--- src/rtl/pc_sequencer.sv ---
// Fetch program counter: sequential step, stall, branch/call/return redirect, target alignment check.
// Optional return-address stack is built only when PC_SEQ_RAS_EN is defined.
module pc_sequencer #(
  parameter int              PC_W      = 64,
  parameter int              STEP      = 4,
  parameter logic [PC_W-1:0] RESET_VEC = '0,
  parameter int              RAS_DEPTH = 8
) (
  input  logic            clk,
  input  logic            rst,
  input  logic            stall,
  input  logic            br_taken,
  input  logic [PC_W-1:0] br_target,
  input  logic            call,
  input  logic            ret,
  output logic [PC_W-1:0] pc_out,
  output logic [PC_W-1:0] adder_out,
  output logic            pc_valid,
  output logic            misalign,
  output logic            ras_empty,
  output logic            ras_full,
  output logic            ras_overflow,
  output logic            ras_underflow
);

  localparam logic [PC_W-1:0] STEP_V   = PC_W'(STEP);
  localparam logic [PC_W-1:0] LOW_MASK = PC_W'(STEP - 1);

  if (STEP < 1 || (STEP & (STEP - 1)) != 0) begin : g_bad_step
    $error("pc_sequencer: STEP must be a power of two");
  end
  if (RAS_DEPTH < 2 || (RAS_DEPTH & (RAS_DEPTH - 1)) != 0) begin : g_bad_depth
    $error("pc_sequencer: RAS_DEPTH must be a power of two, at least 2");
  end

  logic [PC_W-1:0] target_aligned;
  logic            ras_has;
  logic [PC_W-1:0] ras_top;

  assign adder_out      = pc_out + STEP_V;
  assign target_aligned = br_target & ~LOW_MASK;

`ifdef PC_SEQ_RAS_EN
  localparam int              PTR_W    = $clog2(RAS_DEPTH);
  localparam int              CNT_W    = PTR_W + 1;
  localparam logic [CNT_W-1:0] FULL_CNT = CNT_W'(RAS_DEPTH);

  logic [PC_W-1:0]  ras_mem [RAS_DEPTH];
  logic [PTR_W-1:0] top;
  logic [PTR_W-1:0] top_nxt;
  logic [CNT_W-1:0] cnt;
  logic             accept;
  logic             do_call;
  logic             do_ret;

  assign accept    = pc_valid && !stall;
  assign do_ret    = accept && ret;
  assign do_call   = accept && !ret && call;
  assign top_nxt   = top + 1'b1;
  assign ras_has   = (cnt != '0);
  assign ras_top   = ras_mem[top];
  assign ras_empty = (cnt == '0);
  assign ras_full  = (cnt == FULL_CNT);

  // A push into a full stack lands on the oldest slot because the buffer is circular.
  always_ff @(posedge clk) begin
    if (do_call) begin
      ras_mem[top_nxt] <= adder_out;
    end
  end

  always_ff @(posedge clk or posedge rst) begin
    if (rst) begin
      top           <= '0;
      cnt           <= '0;
      ras_overflow  <= 1'b0;
      ras_underflow <= 1'b0;
    end else begin
      ras_underflow <= do_ret && !ras_has;
      if (do_call) begin
        top <= top_nxt;
        if (cnt == FULL_CNT) begin
          ras_overflow <= 1'b1;
        end else begin
          cnt <= cnt + 1'b1;
        end
      end else if (do_ret && ras_has) begin
        top <= top - 1'b1;
        cnt <= cnt - 1'b1;
      end
    end
  end
`else
  assign ras_has       = 1'b0;
  assign ras_top       = '0;
  assign ras_empty     = 1'b1;
  assign ras_full      = 1'b0;
  assign ras_overflow  = 1'b0;
  assign ras_underflow = 1'b0;
`endif

  // The first edge out of reset only raises pc_valid; controls are ignored until then.
  always_ff @(posedge clk or posedge rst) begin
    if (rst) begin
      pc_out   <= RESET_VEC;
      pc_valid <= 1'b0;
      misalign <= 1'b0;
    end else if (!pc_valid) begin
      pc_valid <= 1'b1;
    end else begin
      misalign <= 1'b0;
      if (!stall) begin
        if (ret) begin
          pc_out <= ras_has ? ras_top : adder_out;
        end else if (call || br_taken) begin
          pc_out   <= target_aligned;
          misalign <= |(br_target & LOW_MASK);
        end else begin
          pc_out <= adder_out;
        end
      end
    end
  end

endmodule

--- config.mk ---
export PLATFORM = sky130hd
export DESIGN_NAME = pc_sequencer
export DESIGN_NICKNAME = d
export VERILOG_FILES = /design/src/rtl/pc_sequencer.sv
export SDC_FILE = /design/constraint.sdc
export NUM_CORES = 1
export LEC_CHECK = 0
export CAP_MARGIN = 15
export CORE_MARGIN = 4
export CORE_UTILIZATION = 40
export CTS_CLUSTER_DIAMETER = 120
export DETAILED_ROUTE_END_ITERATION = 16
export PLACE_DENSITY_LB_ADDON = 0.12
export SLEW_MARGIN = 40
export SYNTH_ARGS = -nofsm -noshare
export SYNTH_HDL_FRONTEND = slang
export SYNTH_SLANG_ARGS = --single-unit
--- constraint.sdc ---
create_clock -name clk -period 2.75 [get_ports clk]
set_input_delay 0.4125 -clock clk [delete_from_list [all_inputs] [get_ports clk]]
set_output_delay 0.4125 -clock clk [all_outputs]
set_load 0.03 [all_outputs]
==> results of run 1 <==
kinds of logic after synthesis:
| kind of cell | count (synthesis) | synth area share [%] |
|---|---|---|
| buf+inv | 82 | 6.804 |
| simple gates | 322 | 33.50 |
| other cells | 2 | 0.1423 |
| flops | 64 | 30.35 |
| compound gates | 140 | 17.45 |
| mux | 8 | 1.565 |
| xor+xnor | 60 | 9.957 |
| fa+ha+maj | 1 | 0.2370 |
layout make-up:
cell class | instances | area (um2)
Clock buffer | 10 | 239.0
Clock inverter | 6 | 91.34
Fill cell | 1021 | 4187
Inverter | 9 | 33.78
Multi-Input combinational cell | 540 | 3652
Sequential cell | 64 | 1622
Tap cell | 172 | 215.2
Timing Repair Buffer | 296 | 2734
repair_timing:
item	CTS	global route
gates resized for setup	26	41
endpoints found under the setup margin	38	43
pin swaps	9	21
buffers inserted	16	23
sequential cells by signal, indices dropped and copies added (netlist names):
register  count
pc_valid      1
pc_out       62
misalign      1
worst max-delay path, delay by kind of cell (launching register included):
| family | cells | cell delay [ns] |
|---|---|---|
| xor+xnor | 1 | 0.19 |
| fa+ha+maj | 1 | 0.14 |
| simple gates | 4 | 1.02 |
| flops | 1 | 0.38 |
| buf+inv | 2 | 0.33 |
cells in the mapped netlist, types with 11 or more instances:
master,number
nor2_1,50
nand4_1,42
a2bb2oi_1,11
o22ai_1,13
nand2_1,59
xor2_1,15
o211ai_1,12
nand3_1,58
xnor2_1,45
clkbuf_1,49
and3_1,35
nor4_1,11
dfrtp_1,64
nor3_1,17
o21ai_0,15
a21oi_1,46
layer usage:
| metal | vias to the layer above | GRT usage, % | routed length (um) |
|---|---|---|---|
| li1 | 2972 | - | - |
| met1 | 3097 | 34.47 | 8421 |
| met2 | 303 | 44.11 | 10020 |
| met3 | 30 | 5.668 | 1777 |
| met4 | 0 | 7.768 | 355 |
| met5 | - | 0 | 0 |
worst max path at each step:
stage	startpoint	endpoint	slack, ns
after floorplan	pc_out[13]	adder_out[61]	0.002
after global placement	pc_out[2]	adder_out[56]	0.07
after detailed placement	pc_out[2]	adder_out[60]	-0.02
after CTS	pc_out[3]	adder_out[60]	-0.07
after global routing	pc_out[10]	adder_out[60]	-0.14
final	pc_out[3]	adder_out[60]	-0.05
power by group:
part           leakage (nW)  switching [W]  internal (W)
clock                 0.163       0.000467      0.000824
sequential            0.676       0.000204       0.00110
combinational          2.75        0.00157       0.00113
total                  3.59        0.00224       0.00305
metrics by stage:
step	util, %	worst slack (ns)	hold WS (ns)	instances	setup TNS (ns)
2_1_floorplan	-	0.001761	0.5568	686	0
3_3_place_gp	60.35	0.07155	0.5262	1042	0
3_5_place_dp	60.35	-0.01593	0.5394	1042	-0.01593
4_1_cts	64.55	-0.06554	0.4343	1074	-0.2035
5_1_grt	67.23	-0.1407	0.4593	1097	-0.7990
6_report	67.23	-0.05016	0.4185	1097	-0.05016
==> metrics.csv, run 1 <==
stage,metric,value,unit
drt,wire_per_inst,18.76,um
worst_setup_path,slowest_stage,dfrtp_2,
worst_setup_path,arrival,2.39,ns
status,violations,negative setup slack,
floorplanning,rows,41,
timing,final-max-slew-violation-count,0,
worst_setup_path,r2r_slack,0.50,ns
place,dpl_cell_area,7709,um2
timing,finalHoldViolations,0,
logic_synthesis,synth_area_leaders,"dfrtp_1 (30%), xnor2_1 (7.5%), nand3_1 (5.5%)",
floorplanning,die_area,15100,um2
cts,cts_hold_buffers,0,
logic_synthesis,synthCells,679,
floorplanning,die_y,122.9,um
worst_setup_path,crit_path_start_kind,flip-flop,
power,power.total,0.005293,W
drt,firstDrtPassIters,5,
logic_synthesis,synth.yosys.seq_area_share,30.35,%
global_route,grt_max_degree,58,
logic_synthesis,synth_ff_type,dfrtp_1,
logic_synthesis,synth.distinct_cells,56,
logic_synthesis,ys.warnings.count,0,
logic_synthesis,async_flop_share,100.0,%
final_layout,layout_commonest_cell,clkdlybuf4s50_1,
logic_synthesis,synth_seq_cells,64,
global_route,grt_util_all_layers,26.44,%
drt,drt-total-wl,20.58,mm
worst_setup_path,reg2reg_from,pc_out[3],
timing,clock.fmax,0.3571,GHz
floorplanning,die_w,122.9,um
cts,insertion_delay,0.34,ns
worst_setup_path,crit_chain,"ha_4, and4_4, nor4b_4, buf_4, nand4_1, nor3_2, xor2_2, buf_6",
cts,cts.clk_slew.worst_paths,0.06,ns
power,power_density,616.4,nW/um2
cts,cts-root-buf,clkbuf_16,
timing,rsz0062_at_grt,true,
status,status,"complete, but fails checks",
worst_setup_path,worst-path-max-fanout,3,
cts,clock_sink_count,64,
cts,clock_path_buffers,2,
floorplanning,start_util,41.32,%
power,ir_drop,0.0004466,V
global_route,antenna_found_initial,0,
final_layout,layout-drive-gt1-share,25.62,%
place,hpwl,14.65,mm
global_route,grt_pass1_vias,6054,
timing,period_needed,2.800,ns
drt,drc,0,
power,p_leak,3.589,nW
global_route,grt_pass1_wl,31.66,mm
cts,htree_levels,3,
global_route,overflow,0,
run,drv_cap,0,
floorplanning,core_area,12770,um2
final_layout,design_area,8587,um2
final_layout,fin_nets,991,
timing,setup_viol,1,
timing,fin_crit_sh,101.8,%
worst_setup_path,timing.rr.end,pc_out[46],
final_layout,n_antenna_cell,0,
worst_hold_path,holdCritPathClass,primary input to async pin,
logic_synthesis,synth_edf_count,0,
timing,tightest_slew,0.7552,ns
floorplanning,pin_count,204,
drt,vias,6402,
place,numPortBuffers,195,
timing,finalWorstSetupSlack,-0.05016,ns
worst_setup_path,slowest_delay,0.38,ns
worst_setup_path,crit_required,2.34,ns
drt,via_per_inst,5.836,
final_layout,final_cell_mix,"clkdlybuf4s50_1 (139), buf_4 (135), nand2_1 (56), nand3_1 (55), dfrtp_1 (48)",
logic_synthesis,synth_top_area_share,30.35,%
logic_synthesis,syn_avg_cell_area,7.773,um2
drt,final_antenna_net_count,0,
final_layout,syn_to_final_growth,62.71,%
drt,drt_iter0_markers,626,
worst_setup_path,timing_worst_setup_path_type,flip-flop to primary output,
place,gp_congestion,0.8765,
worst_setup_path,ff2ff_path_depth,8,
cts,cts_buffers,9,
timing,skew,0.007800,ns
timing,slew_headroom,49.66,%
logic_synthesis,syn-cell-area,5278,um2
cts,cts_tree,done,
logic_synthesis,yosys.area.top_type,dfrtp_1,
worst_setup_path,endpoint_kind,primary output,
(Power assumes the default switching activity.)
==> inputs of run 2 (changes only) <==
--- a/config.mk
+++ b/config.mk
@@ -6,7 +6,7 @@
 export NUM_CORES = 1
 export LEC_CHECK = 0
 export CAP_MARGIN = 15
-export CORE_MARGIN = 4
+export CORE_ASPECT_RATIO = 0.8
 export CORE_UTILIZATION = 40
 export CTS_CLUSTER_DIAMETER = 120
 export DETAILED_ROUTE_END_ITERATION = 16
==> run 2 against run 1 <==
Compared with the run above: the run still ends with negative setup slack left; critical path depth grew 1; critical endpoint is now adder_out[52]; count of clock-buffer cells in the layout is 2 higher; critical path type unchanged; via count shrank 0.62%.
==> metrics.csv, run 2 (synthesized netlist as in run 1, its figures left out) <==
stage,metric,value,unit,change
final_layout,largest_registers,"pc_out: 62 flops, misalign: 1 flops, pc_valid: 1 flops",,
worst_hold_path,holdCritPathClass,primary input to async pin,,
status,violations,negative setup slack,,
global_route,grt_util_all_layers,28.58,%,+2.1 points
timing,rsz0062_at_grt,true,,
final_layout,n_antenna_cell,0,,unchanged
run,drv_cap,0,,unchanged
worst_setup_path,crit_required,2.34,ns,about the same
timing,finalHoldViolations,0,,unchanged
floorplanning,start_util,41.01,%,-0.31 points
floorplanning,rows,37,,-9.8%
final_layout,final_util,65.90,%,-1.3 points
place,hpwl,14.25,mm,-2.7%
worst_setup_path,endpoint_kind,primary output,,
worst_setup_path,r2r_slack,0.51,ns,about the same
place,gp_congestion,0.8939,,+2.0%
floorplanning,die_y,104.7,um,-15%
drt,drt-total-wl,20.20,mm,-1.8%
final_layout,stdcell_count,1090,,-0.64%
power,p_clk_share,22.4,%,-2.0 points
timing,finalWorstSetupSlack,-0.03340,ns,+0.01675 ns
timing,timing.hold.ws,0.5061,ns,+0.08766 ns
cts,cts_hold_buffers,0,,unchanged
worst_setup_path,crit_start,pc_out[3],,
global_route,grt_max_degree,57,,-1.7%
drt,wire_per_inst,18.53,um,-1.2%
timing,tns,-0.08699,ns,-0.03683 ns
cts,cts-root-buf,clkbuf_16,,
global_route,antenna_found_initial,0,,unchanged
floorplanning,pin_count,204,,unchanged
power,power_density,607.7,nW/um2,-1.4%
floorplanning,die_w,130.4,um,+6.1%
drt,final_antenna_net_count,0,,unchanged
power,p_sw_share,42.87,%,+0.55 points
final_layout,syn_to_final_growth,60.69,%,
drt,via_per_inst,5.837,,about the same
worst_setup_path,arrival,2.37,ns,-0.02 ns
floorplanning,die_area,13660,um2,-9.5%
drt,vias,6362,,-0.62%
timing,clock.fmax,0.3593,GHz,+0.60%
worst_setup_path,ff2ff_path_depth,9,,+1
global_route,grt_pass1_vias,5789,,-4.4%
timing,period_needed,2.783,ns,-0.01675 ns
worst_setup_path,slowest_delay,0.41,ns,+0.03 ns
worst_setup_path,reg2reg_from,pc_out[3],,
final_layout,largest_reg_flops,62,,unchanged
drt,drt_iter0_markers,598,,-4.5%
cts,cts.clk_slew.worst_paths,0.06,ns,about the same
worst_setup_path,timing_worst_setup_path_type,flip-flop to primary output,,
worst_setup_path,worst-path-stages,9,,+1
cts,cts_buffers,9,,unchanged
global_route,grt_pass1_wl,30.66,mm,-3.2%
global_route,overflow,0,,unchanged
timing,setup_viol,4,,+3
timing,fin_crit_sh,101.2,%,-0.61 points
final_layout,final_cell_mix,"clkdlybuf4s50_1 (140), buf_4 (125), nand2_1 (59), nand3_1 (54), dfrtp_1 (48)",,
place,placedCellCount,1048,,+0.58%
worst_setup_path,path_buf_inv,3,,+1
final_layout,top_register,pc_out,,
drt,drc,0,,unchanged
cts,htree_levels,3,,unchanged
status,status,"complete, but fails checks",,
worst_setup_path,worst-path-max-fanout,8,,+5
place,numPortBuffers,195,,unchanged
final_layout,fin_nets,982,,-0.91%
worst_setup_path,crit_chain,"ha_4, and4_4, nor4b_4, buf_4, nand4_1, buf_6, or2_4, xnor2_4, buf_12",,
cts,cts_tree,done,,
worst_setup_path,critPathTopFamily,simple AND/OR/NAND/NOR gates,,
final_layout,layout-drive-gt1-share,24.26,%,-1.4 points
power,ir_drop,0.0003682,V,-18%
timing,slew_headroom,53.88,%,+4.2 points
power,combPwrFrac,52.0,%,+1.0 points
power,p_switching,0.002209,W,-1.4%
cts,insertion_delay,0.33,ns,about the same
cts,clock_sink_count,64,,unchanged
power,p_int,0.002944,W,-3.6%
cts,clock_path_buffers,2,,unchanged
timing,final-max-slew-violation-count,0,,unchanged
power,p_leak,3.496,nW,-2.6%
timing,skew,0.004560,ns,-0.003240 ns
floorplanning,core_area,12870,um2,+0.75%
worst_setup_path,timing.rr.end,pc_out[46],,
place,dpl_cell_area,7735,um2,+0.34%
drt,firstDrtPassIters,5,,unchanged
worst_setup_path,crit_path_start_kind,flip-flop,,
timing,tightest_slew,0.6908,ns,-0.06434 ns
final_layout,design_area,8481,um2,-1.2%
final_layout,layout_commonest_cell,clkdlybuf4s50_1,,
worst_setup_path,cp-endpoint,adder_out[52],,
power,p_seq_share,25.6,%,+1.0 points
worst_setup_path,slowest_stage,dfrtp_2,,
run 2: what timing repair did:
action	CTS	global route
setup endpoints to repair	35	28
gates resized for setup	33	30
buffers inserted	9	17
cloned	0	1
pin swaps	7	14
run 2: worst min path at each step:
stage / endpoint / depth (start not counted) / slack, ns
floorplan: pc_out[3] / 2 / 0.56
global placement: misalign / 2 / 0.52
detailed placement: misalign / 2 / 0.53
CTS: misalign / 2 / 0.53
global route: misalign / 2 / 0.57
finish: misalign / 2 / 0.51
run 2: cell type report:
class                           count  area [um2]
Fill cell                        1078        4389
Multi-Input combinational cell    540        3661
Timing Repair Buffer              287        2656
Sequential cell                    64        1622
Clock buffer                       12       246.5
Tap cell                          175       219.0
Clock inverter                      3       42.54
Inverter                            9       33.78
run 2: power by group through the flow:
stage | Combinational [W] | Clock, W | Sequential, W
after floorplan | 0.00119 | 0 | 0.00159
after global placement | 0.00251 | 0 | 0.00130
after detailed placement | 0.00253 | 0 | 0.00131
after CTS | 0.00259 | 0.00115 | 0.00131
after global routing | 0.00283 | 0.00120 | 0.00134
final | 0.00268 | 0.00115 | 0.00132
run 2: through the flow:
| step | power (W) | setup WS, ns |
|---|---|---|
| floorplan | 0.002775 | 0.001761 |
| detailed placement | 0.003841 | -0.04251 |
| global placement | 0.003812 | 0.01628 |
| finish | 0.005154 | -0.03340 |
| global route | 0.005373 | -0.1379 |
| CTS | 0.005057 | -0.02310 |
run 2: layer usage:
| layer | GRT usage [%] | vias to the layer above | share of wire (%) |
|---|---|---|---|
| met5 | 0 | - | 0 |
| met4 | 7.143 | 0 | 1.5 |
| met3 | 6.042 | 28 | 8.1 |
| met2 | 42.36 | 299 | 44 |
| met1 | 41.87 | 3095 | 46 |
| li1 | - | 2940 | - |
